<file path="src/rtl/serial_to_parallel_align_pkg.sv">
`default_nettype none
// ============================================================================
// Module      : serial_to_parallel_align_pkg
// Description : Shared state encoding and default COM character for the
//               receive-side byte aligner.
// Revision    : 1.0
// ============================================================================
package serial_to_parallel_align_pkg;

    localparam logic [7:0] COM_CHAR_DEFAULT = 8'hBC;

    typedef enum logic [1:0] {
        ST_SEARCH = 2'd0,
        ST_LOCKED = 2'd1,
        ST_ACTIVE = 2'd2
    } state_e;

endpackage : serial_to_parallel_align_pkg
`default_nettype wire

</file>
<file path="src/rtl/serial_to_parallel_align_sp_shift_reg.sv">
`default_nettype none
// ============================================================================
// Module      : serial_to_parallel_align_sp_shift_reg
// Description : MSB-first serial shift register; nxt_o is the window that
//               includes the bit currently on data_in.
// Revision    : 1.0
// ============================================================================
module serial_to_parallel_align_sp_shift_reg #(
    parameter int DATA_W = 8
) (
    input  logic              clk,
    input  logic              reset_L,
    input  logic              data_in,
    output logic [DATA_W-1:0] sr_o,
    output logic [DATA_W-1:0] nxt_o
);

    logic [DATA_W-1:0] sr_q;

    assign nxt_o = {sr_q[DATA_W-2:0], data_in};
    assign sr_o  = sr_q;

    always_ff @(posedge clk or negedge reset_L) begin
        if (!reset_L) begin
            sr_q <= '0;
        end else begin
            sr_q <= nxt_o;
        end
    end

endmodule : serial_to_parallel_align_sp_shift_reg
`default_nettype wire

</file>
<file path="src/rtl/serial_to_parallel_align.sv">
`default_nettype none
// ============================================================================
// Module      : serial_to_parallel_align
// Description : Deserializer that aligns on the COM character and, once
//               BC_REQ aligned COMs are seen, emits each byte with a valid flag.
// Revision    : 1.0
// ============================================================================
module serial_to_parallel_align
    import serial_to_parallel_align_pkg::*;
#(
    parameter int                DATA_W   = 8,
    parameter logic [DATA_W-1:0] COM_CHAR = DATA_W'(COM_CHAR_DEFAULT),
    parameter int                BC_REQ   = 4
) (
    input  logic              clk,
    input  logic              reset_L,
    input  logic              data_in,
    output logic [DATA_W-1:0] data_out,
    output logic              valid_out,
    output logic              byte_strobe,
    output logic              active
);

    localparam int                CNT_W   = $clog2(DATA_W);
    localparam logic [CNT_W-1:0]  c_LAST  = CNT_W'(DATA_W - 1);
    localparam logic [3:0]        c_BC_REQ = 4'(BC_REQ);

    logic [DATA_W-1:0] w_sr_unused;
    logic [DATA_W-1:0] w_nxt;
    logic              w_is_com;
    logic              w_last;
    logic [CNT_W-1:0]  w_bit_inc;

    state_e            state_q, state_d;
    logic [CNT_W-1:0]  bit_cnt_q, bit_cnt_d;
    logic [3:0]        bc_cnt_q, bc_cnt_d;
    logic [DATA_W-1:0] data_q, data_d;
    logic              valid_q, valid_d;
    logic              strobe_q, strobe_d;
    logic              active_q, active_d;

    serial_to_parallel_align_sp_shift_reg #(
        .DATA_W (DATA_W)
    ) u_shift (
        .clk     (clk),
        .reset_L (reset_L),
        .data_in (data_in),
        .sr_o    (w_sr_unused),
        .nxt_o   (w_nxt)
    );

    assign w_is_com  = (w_nxt == COM_CHAR);
    assign w_last    = (bit_cnt_q == c_LAST);
    assign w_bit_inc = w_last ? '0 : bit_cnt_q + CNT_W'(1);

    always_comb begin
        state_d   = state_q;
        bit_cnt_d = bit_cnt_q;
        bc_cnt_d  = bc_cnt_q;
        data_d    = data_q;
        valid_d   = valid_q;
        strobe_d  = 1'b0;

        case (state_q)
            ST_SEARCH: begin
                if (w_is_com) begin
                    bit_cnt_d = '0;
                    bc_cnt_d  = 4'd1;
                    state_d   = (c_BC_REQ == 4'd1) ? ST_ACTIVE : ST_LOCKED;
                end
            end
            ST_LOCKED: begin
                bit_cnt_d = w_bit_inc;
                if (w_last) begin
                    if (w_is_com) begin
                        if (bc_cnt_q + 4'd1 >= c_BC_REQ) begin
                            bc_cnt_d = c_BC_REQ;
                            state_d  = ST_ACTIVE;
                        end else begin
                            bc_cnt_d = bc_cnt_q + 4'd1;
                        end
                    end else begin
                        // Resume sliding search from the next bit, not this one.
                        state_d  = ST_SEARCH;
                        bc_cnt_d = '0;
                    end
                end
            end
            ST_ACTIVE: begin
                bit_cnt_d = w_bit_inc;
                if (w_last) begin
                    data_d   = w_nxt;
                    valid_d  = !w_is_com;
                    strobe_d = 1'b1;
                end
            end
            default: begin
                state_d   = ST_SEARCH;
                bit_cnt_d = '0;
                bc_cnt_d  = '0;
            end
        endcase
    end

    assign active_d = (state_d == ST_ACTIVE);

    always_ff @(posedge clk or negedge reset_L) begin
        if (!reset_L) begin
            state_q   <= ST_SEARCH;
            bit_cnt_q <= '0;
            bc_cnt_q  <= '0;
            data_q    <= '0;
            valid_q   <= 1'b0;
            strobe_q  <= 1'b0;
            active_q  <= 1'b0;
        end else begin
            state_q   <= state_d;
            bit_cnt_q <= bit_cnt_d;
            bc_cnt_q  <= bc_cnt_d;
            data_q    <= data_d;
            valid_q   <= valid_d;
            strobe_q  <= strobe_d;
            active_q  <= active_d;
        end
    end

    assign data_out    = data_q;
    assign valid_out   = valid_q;
    assign byte_strobe = strobe_q;
    assign active      = active_q;

endmodule : serial_to_parallel_align
`default_nettype wire

</file>
<file path="config.mk">
export PLATFORM = sky130hd
export DESIGN_NAME = serial_to_parallel_align
export DESIGN_NICKNAME = d
export VERILOG_FILES = /design/src/rtl/serial_to_parallel_align_pkg.sv /design/src/rtl/serial_to_parallel_align_sp_shift_reg.sv /design/src/rtl/serial_to_parallel_align.sv
export SDC_FILE = /design/constraint.sdc
export NUM_CORES = 1
export LEC_CHECK = 0
export ABC_AREA = 0
export CAP_MARGIN = 20
export CORE_UTILIZATION = 48
export DETAILED_ROUTE_END_ITERATION = 12
export GPL_TIMING_DRIVEN = 0
export PLACE_DENSITY_LB_ADDON = 0.2
export SLEW_MARGIN = 30
export SYNTH_ARGS = -nofsm -noshare
export SYNTH_HDL_FRONTEND = slang
export SYNTH_SLANG_ARGS = --single-unit
</file>
<file path="constraint.sdc">
create_clock -name clk -period 1.8 [get_ports clk]
set_clock_uncertainty 0.15 [all_clocks]
set_input_delay 0.36 -clock clk [delete_from_list [all_inputs] [get_ports clk]]
set_output_delay 0.36 -clock clk [all_outputs]
set_load 0.05 [all_outputs]
</file>
==> out/qor.csv <==
metric,value,unit
first_pass_iters,4,
top_layer,met4,
grt_antenna_before_repair,0,
peakVddDrop,0.629,mV
drive_gt1_frac,0.393,
port_buffers,13,
worst_slack,-17.2,ps
setup_violations,1,
holdWs,283,ps
final_design_area_no_fill,1500,um2
synth-compound-area-share,0.105,
cts_buffer_depth,2,
grt_util_all_layers,0.184,
vias,771,
ctsRootBufferMaster,clkbuf_4,
cap_violations,0,
p_total,1.10,mW
n_fill_cell,166,
drc,0,
ios,14,
p_seq_frac,0.611,
critPathMaxFanout,5,
final_common_cell,dfrtp_1,
rows,17,
viasPerCell,5.51,
avgSynthCellArea,13.6,um2
grt_max_degree,28,
fp.coreArea,2280,um2
ant_nets,0,
critical_path_required,1930,ps
syn_inst,88,
yosysSeqAreaShare,0.564,
synth-seq-cells,27,
synth_top_family_by_area,simple AND/OR/NAND/NOR gates,
yosysTopAreaCellShare,0.564,
fin_crit_sh,1.01,
p_comb_frac,0.136,
violations,setup timing,
synthXorXnorAreaFrac,0,
ys_types,28,
cts.sinks,27,
synth_area_leaders,"dfrtp_1 (56%), mux2_2 (9.4%), ha_1 (8.4%)",
swShare,0.277,
r2r_end,bc_cnt_q[0],
grt_pass1_wl,3.50,mm
netlist.top_cell.by_area,dfrtp_1,
dp_worst_setup_slack,-341,ps
crit_type,reg -> reg,
yosysWarnings,0,
fin_nets,124,
fin_crit,1820,ps
final_cell_mix,"dfrtp_1 (26), mux2_2 (10), buf_4 (7), dlygate4sd2_1 (7)",
cellLeakagePower,0.732,nW
p_sw,0.304,mW
wl_per_cell,15.2,um
r2r_start,bc_cnt_q[0],
die_area,2700,um2
overflow,0,
cts_tree,built,
synthMuxAreaShare,0.0939,
synth_area,1200,um2
synth_nets,99,
hold_end,u_shift.sr_o[1],
yosys.area_share.simple,0.132,
p_clk_frac,0.253,
path_clk_slew,150,ps
cp-start-kind,register,
antenna_cells,0,
hp-class,reg -> reg,
grt_pass1_vias,773,
met3_length,57,um
r2r_cells,5,
initial_core_util,0.527,
utilization,0.659,
wl_met2,1.11,mm
dp_hpwl,1.37,mm
area_delta_synth_final,25.2,%
rrSetupSlack,-20,ps
synth-adder-area-share,0.0835,
min_from,u_shift.sr_o[0],
tightest_slew,590,ps
power_density,732,nW/um2
grt_setup_unrepaired,true,
crit_path_end_kind,register,
slew_headroom,0.607,
htree_num_levels,1,
hold_depth,0,
p_int,0.794,mW
arrival,1950,ps
die_y,52.0,um
wl_met1,904,um
wl,2.13,mm
status,"finished, violations left",
routabilityCongestion,0.735,
dpl-instance-area,1360,um2
cts_made_buffers,3,
insertion_delay,340,ps
drv_slew,0,
clock.fmax,550,MHz
drtIter0Drc,5,
hold_viol_final,0,
multi_input_area,557,um2
die_w,52.0,um
seq_area,677,um2
==> critical path, cell delays in order (launching register included) <==
cell,delay (ps)
dfrtp_2,460
ha_1,250
nor3_2,250
a41oi_2,110
or3_4,420
a21oi_2,110
==> kinds of logic (layout without fill, tap and decap cells) <==
| kind of cell | after synthesis | in the layout |
|---|---|---|
| simple gates | 20 | 20 |
| fa+ha+maj | 8 | 8 |
| buf+inv | 7 | 31 |
| mux | 10 | 10 |
| compound gates | 16 | 16 |
| flops | 27 | 27 |
==> power by group through the flow <==
stage | logic (mW) | registers, mW | clock network [mW]
2_1_floorplan | 0.0725 | 0.676 | 0
3_3_place_gp | 0.106 | 0.677 | 0
3_5_place_dp | 0.109 | 0.679 | 0
4_1_cts | 0.119 | 0.666 | 0.278
5_1_grt | 0.167 | 0.680 | 0.302
6_report | 0.150 | 0.671 | 0.278
==> Yosys cell counts <==
| library cell | n |
|---|---|
| a221oi_2 | 1 |
| nand4bb_4 | 1 |
| inv_1 | 6 |
| ha_1 | 8 |
| nand4b_4 | 1 |
| o21ai_2 | 1 |
| nand3_1 | 3 |
| and2_1 | 1 |
| nand2_1 | 3 |
| clkbuf_1 | 1 |
| and2b_1 | 1 |
| nand3b_1 | 1 |
| nor3b_1 | 2 |
| or3_1 | 1 |
| o2bb2ai_1 | 1 |
| a21o_2 | 1 |
| and3b_1 | 1 |
| dfrtp_1 | 27 |
| a21o_1 | 2 |
| nor3_1 | 2 |
| a41oi_1 | 1 |
| or3_4 | 1 |
| a41oi_2 | 1 |
| a21bo_2 | 1 |
| nor2_1 | 2 |
| mux2_2 | 10 |
| a21oi_1 | 3 |
| o21ai_0 | 4 |
==> layer usage <==
| layer | vias up | GRT usage |
|---|---|---|
| met3 | 5 | 0.0263 |
| met2 | 11 | 0.308 |
| met5 | - | 0 |
| met4 | 0 | 0.108 |
| met1 | 388 | 0.222 |
| li1 | 367 | - |
==> how the worst max path moves through the flow <==
stage                            start          end  slack [ps]
after CTS                  bc_cnt_q[0]  bc_cnt_q[0]           2
after floorplan           bit_cnt_q[0]  data_out[0]          10
final                      bc_cnt_q[0]  bc_cnt_q[0]         -20
after global routing       bc_cnt_q[0]  bc_cnt_q[0]        -100
after detailed placement       data_in   state_q[0]        -340
after global placement         data_in   state_q[0]        -310
==> through the flow <==
| stage | instances | setup TNS (ps) |
|---|---|---|
| after floorplan | 88 | 0 |
| after global placement | 129 | -6750 |
| after detailed placement | 129 | -3890 |
| after CTS | 137 | 0 |
| after global routing | 140 | -163 |
| final | 140 | -17.2 |
==> final cells by class <==
cell class,instances,share of cell area
clock buffers,3,0.0150
plain buffers,1,0.00500
multi-input cells,54,0.371
clock inverters,1,0.00500
repair buffers,20,0.114
well taps,28,0.0234
flip-flops and latches,27,0.451
inverters,6,0.0150
==> sequential cells by signal, summed over array words and instances, names as in the netlist <==
name          cells
byte_strobe       1
data_out          8
active            1
u_shift.sr_o      7
bc_cnt_q          4
state_q           2
bit_cnt_q         3
valid_out         1
==> what timing repair did <==
action,in CTS,in global routing
resized for setup,18,17
setup buffers,3,3
hold endpoints to repair,27,0
endpoints found under the setup margin,24,9
hold buffers,1,0
pin swaps,0,1
(Power assumes the default switching activity.)
